`config.mk`:
```
export PLATFORM = sky130hd
export DESIGN_NAME = serial_subtractor
export DESIGN_NICKNAME = d
export VERILOG_FILES = /design/src/rtl/serial_subtractor.sv
export SDC_FILE = /design/constraint.sdc
export NUM_CORES = 1
export LEC_CHECK = 0
export ABC_AREA = 1
export CORE_MARGIN = 2
export CORE_UTILIZATION = 60
export DETAILED_ROUTE_END_ITERATION = 10
export DONT_BUFFER_PORTS = 1
export PLACE_DENSITY = 0.75
export SLEW_MARGIN = 20
export SYNTH_ARGS = -nofsm -noshare
export SYNTH_HDL_FRONTEND = slang
export SYNTH_SLANG_ARGS = --single-unit
```
`constraint.sdc`:
```
create_clock -name clk -period 1.4 [get_ports clk]
set_input_delay 0.42 -clock clk [delete_from_list [all_inputs] [get_ports clk]]
set_output_delay 0.42 -clock clk [all_outputs]
set_load 0.03 [all_outputs]
```
`src/rtl/serial_subtractor.sv`:
```
// serial_subtractor: bit-serial a - b - borrow_in, LSB first, one full-subtractor cell reused WIDTH times
module serial_subtractor #(
  parameter int WIDTH = 8
) (
  input  logic             clk,
  input  logic             rst_n,
  input  logic             start,
  input  logic [WIDTH-1:0] a_in,
  input  logic [WIDTH-1:0] b_in,
  input  logic             borrow_in,
  output logic             busy,
  output logic             done,
  output logic [WIDTH-1:0] diff_out,
  output logic             borrow_out,
  output logic             ovf_out
);
  localparam int CW = (WIDTH > 1) ? $clog2(WIDTH) : 1;
  typedef enum logic [1:0] {IDLE, SHIFT, DONE} state_t;
  state_t           state_q, state_d;
  logic [WIDTH-1:0] a_q, a_d, b_q, b_d, sh_q, sh_d, diff_q, diff_d;
  logic [CW-1:0]    cnt_q, cnt_d;
  logic             br_q, br_d, am_q, am_d, bm_q, bm_d, bo_q, bo_d, ov_q, ov_d;
  logic             cell_d, cell_b, last, accept;
  assign cell_d = a_q[0] ^ b_q[0] ^ br_q;
  assign cell_b = (~a_q[0] & b_q[0]) | (~(a_q[0] ^ b_q[0]) & br_q);
  assign last   = (state_q == SHIFT) && (cnt_q == CW'(WIDTH - 1));
  assign accept = start && (state_q != SHIFT);
  // state register
  always_ff @(posedge clk or negedge rst_n) begin
    if (!rst_n) state_q <= IDLE;
    else        state_q <= state_d;
  end
  // next state: start is only honoured outside SHIFT
  always_comb begin
    state_d = (state_q == SHIFT) ? (last ? DONE : SHIFT) : (start ? SHIFT : IDLE);
  end
  // state-decoded outputs
  always_comb begin
    busy = state_q == SHIFT;
    done = state_q == DONE;
  end
  // datapath registers
  always_ff @(posedge clk or negedge rst_n) begin
    if (!rst_n) begin
      a_q    <= '0;
      b_q    <= '0;
      sh_q   <= '0;
      diff_q <= '0;
      cnt_q  <= '0;
      br_q   <= 1'b0;
      am_q   <= 1'b0;
      bm_q   <= 1'b0;
      bo_q   <= 1'b0;
      ov_q   <= 1'b0;
    end else begin
      a_q    <= a_d;
      b_q    <= b_d;
      sh_q   <= sh_d;
      diff_q <= diff_d;
      cnt_q  <= cnt_d;
      br_q   <= br_d;
      am_q   <= am_d;
      bm_q   <= bm_d;
      bo_q   <= bo_d;
      ov_q   <= ov_d;
    end
  end
  // capture operands on accept, then one cell step per cycle; results land only on the last step
  always_comb begin
    a_d    = a_q;
    b_d    = b_q;
    sh_d   = sh_q;
    diff_d = diff_q;
    cnt_d  = cnt_q;
    br_d   = br_q;
    am_d   = am_q;
    bm_d   = bm_q;
    bo_d   = bo_q;
    ov_d   = ov_q;
    if (accept) begin
      a_d   = a_in;
      b_d   = b_in;
      br_d  = borrow_in;
      cnt_d = '0;
      am_d  = a_in[WIDTH-1];
      bm_d  = b_in[WIDTH-1];
    end else if (state_q == SHIFT) begin
      a_d   = a_q >> 1;
      b_d   = b_q >> 1;
      br_d  = cell_b;
      sh_d  = {cell_d, sh_q[WIDTH-1:1]};
      cnt_d = cnt_q + 1'b1;
      if (last) begin
        diff_d = {cell_d, sh_q[WIDTH-1:1]};
        bo_d   = cell_b;
        ov_d   = (am_q != bm_q) && (cell_d != am_q);
      end
    end
  end
  assign diff_out   = diff_q;
  assign borrow_out = bo_q;
  assign ovf_out    = ov_q;
endmodule

```
==> reports/qor.txt, run 1 <==
Result of the run - finished, violations left
Failing checks - negative setup slack
Final standard cell count with taps included and fillers excluded - 241
Antenna-violating nets left - 0
Vert. Die Dim - 58.4 µm
Total congestion overflow after global routing - 0
Source of the critical timing path - state_q[1]
Pin count of the biggest net entering global routing - 42
Commonest cells after routing, fill and taps aside - nand2_1, nand3_1, dfrtp_1
Number of antenna violations at the first check in global routing - 0
Most common library cell in the layout ignoring fill and taps - nand2_1
Sinks on the clock net - 41
Routed wire length - 3660 µm
Min Tclk post-route - 1500 ps
Area after DPL - 1790 µm²
# setup viols final - 2
H-Tree Depth - 2
RSZ-0062 raised after global routing - yes
Final Total Pwr - 4.96 mW
Number of endpoints with negative hold slack in the final report - 0
Dominant combinational cell family by area after synthesis - simple AND/OR/NAND/NOR gates
Worst min-delay path class - primary input to register
Count of nets after finishing - 232
Yosys cell types - 17
Largest buffer count on any clock path - 2
Compound-cell area share of the yosys netlist - 4.51%
Post-Synthesis Cell Area - 1780 µm²
Placed Instances - 224
Clock slew seen by the registers of the worst setup and hold paths - 120 ps
Fmax achieved - 0.668 GHz
Pin slew with the least headroom to its limit - 337 ps
Number of search-and-repair iterations in the first detailed-routing pass - 5
Worst slew slack as a fraction of its limit - 77.5%
Area growth syn-to-layout - 15.2%
CTS Root Cell - clkbuf_4
Synthesized-area fraction occupied by and/or/nand/nor cells - 26.8%
Post-synthesis share of cell area spent on xor and xnor gates - 0%
P_leak - 1.06 nW
Worst clock skew - 16.4 ps
Mux contribution to synthesized area - 0%
Synthesis-stage register bit count - 41
Total die area - 3410 µm²
Number of maximum-capacitance constraint violations - 0
WS Path Type - register to output pin
Number of slew-limit violations in the final report - 0
Clock latency of the later-clocked register in the worst-skew pair - 360 ps
Placement-stage worst setup slack - 51.9 ps
Synthesized netlist cell count - 198
Count of routing violations after the opening detailed-route iteration - 73
Post-Synthesis Net Count - 221
Arithmetic-cell share of the synthesized area counting full adders, half adders and majority gates - 2.54%
Number of warnings reported in the yosys synthesis log - 0
HPWL after detailed placement - 2150 µm
Required time reported for the critical path endpoint - 980 ps
CTS tree - built
All-Layer GR Usage - 23.7%
Wire length of the first global-routing pass - 5960 µm
Critical path data arrival time - 1080 ps
Crit. End Element - output pin
Vias in the first global route - 1334
Via Count - 1387
Wirelength per Cell - 15.2 µm
Sequential element share of the synthesized area - 57.8%
Number of clock buffers inserted by TritonCTS - 5
Worst-case setup margin in the final layout - -97.5 ps
Final cycle utilization of the critical path - 107%
Core Rows - 19
Worst Hold Launch - b_in[7]
Initial cell density of the core - 63.8%
Total of fill cells in the finished design - 197
Power density over the cells - 2430 nW/µm²
Share of post-route cells with drive strength above 1 - 15.2%
Horizontal extent of the die - 58.4 µm
Cell area after layout - 2040 µm²
Number of I/O port buffers - 0
DRC - 0
CP Launch Type - register
Number of top-level design ports - 32
Routed vias/inst - 5.76
Worst reg2reg path startpoint - br_q
Antenna cell count - 0
VDD IR-drop max - 0.00191 V
Highest net fanout along the worst path - 5
Placeable Area - 2780 µm²
Syn avg cell area - 8.97 µm²
Gpl congestion - 0.760
-- sequential cells by signal (all words and copies together) (netlist names) --
register    count
cnt_q           3
b_q             8
ovf_out         1
am_q            1
diff_out        8
a_q             8
sh_q            7
bm_q            1
state_q         2
borrow_out      1
br_q            1
-- cell usage after synthesis (all sizes together) --
| master | n | area, µm² |
|---|---|---|
| buf | 10 | 77.6 |
| nand3 | 47 | 235 |
| nand2 | 57 | 216 |
| ha | 2 | 25.0 |
| o21ai | 15 | 75.1 |
| dfrtp | 41 | 1030 |
| a21oi | 1 | 5.00 |
| fa | 1 | 20.0 |
| nor2 | 5 | 23.8 |
| clkbuf | 1 | 3.75 |
| inv | 18 | 67.6 |
-- stage by stage --
step / hold WS (ps) / TNS (ps) / utilization (%)
6_report: 196 / -171 / 73.5
5_1_grt: 180 / -324 / 73.5
4_1_cts: 186 / -203 / 72.3
3_5_place_dp: 125 / 0 / 64.4
3_3_place_gp: 125 / 0 / 64.4
2_1_floorplan: 124 / 0 / -
-- routing by layer --
metal / wire [µm] / GRT usage, % / up-vias
met4: 40 / 10.6 / 0
met2: 1920 / 38.8 / 58
li1: - / - / 661
met5: 0 / 0 / -
met3: 229 / 7.91 / 6
met1: 1470 / 28.5 / 662
-- final cells by class --
type | count | area (µm²) | share of cell area, %
flip-flops and latches | 41 | 1030 | 50.2
multi-input cells | 128 | 616 | 30.1
repair buffers | 15 | 190 | 9.30
clock inverters | 3 | 68.8 | 3.37
inverters | 18 | 67.6 | 3.30
well taps | 31 | 38.8 | 1.90
clock buffers | 5 | 37.5 | 1.84
-- report_power, final --
group	leakage [nW]	total [mW]	internal [mW]	switching, mW
clock	0.0558	0.971	0.562	0.410
sequential	0.523	2.22	1.66	0.556
combinational	0.481	1.77	0.818	0.953
-- repair_timing --
action | in CTS | in global routing
setup buffers | 2 | 3
gates cloned | 2 | 0
endpoints found under the hold margin | 41 | 0
resized for setup | 2 | 6
hold buffers | 2 | 0
pin swaps | 1 | 4
endpoints found under the setup margin | 2 | 7
-- cells by family (layout without fill, tap and decap cells) --
| kind of cell | after synthesis | in the layout |
|---|---|---|
| compound gates | 16 | 16 |
| simple gates | 109 | 109 |
| fa+ha+maj | 3 | 3 |
| buf+inv | 29 | 41 |
| flops | 41 | 41 |
-- worst paths after layout --
check / end / depth (start not counted) / slack, ps
max: busy / 2 / -100
min: bm_q / 2 / 200
max reg2reg: ovf_out / 7 / 50
min reg2reg: cnt_q[0] / 1 / 480
max in group asynchronous: state_q[1] / 2 / 690
min in group asynchronous: sh_q[3] / 2 / 500
-- worst max-delay path: stages, from the launching register on --
cell and delay [ps]:
dfrtp_1 430, nor2_4 150, buf_12 150
No activity file was read; power rests on OpenSTA's default activity.
==> run 2, diff against run 1 <==
CAP_MARGIN = 30   (was default)
==> results of run 2 <==
Final layout, timing and power as in run 1 (identical DEF).
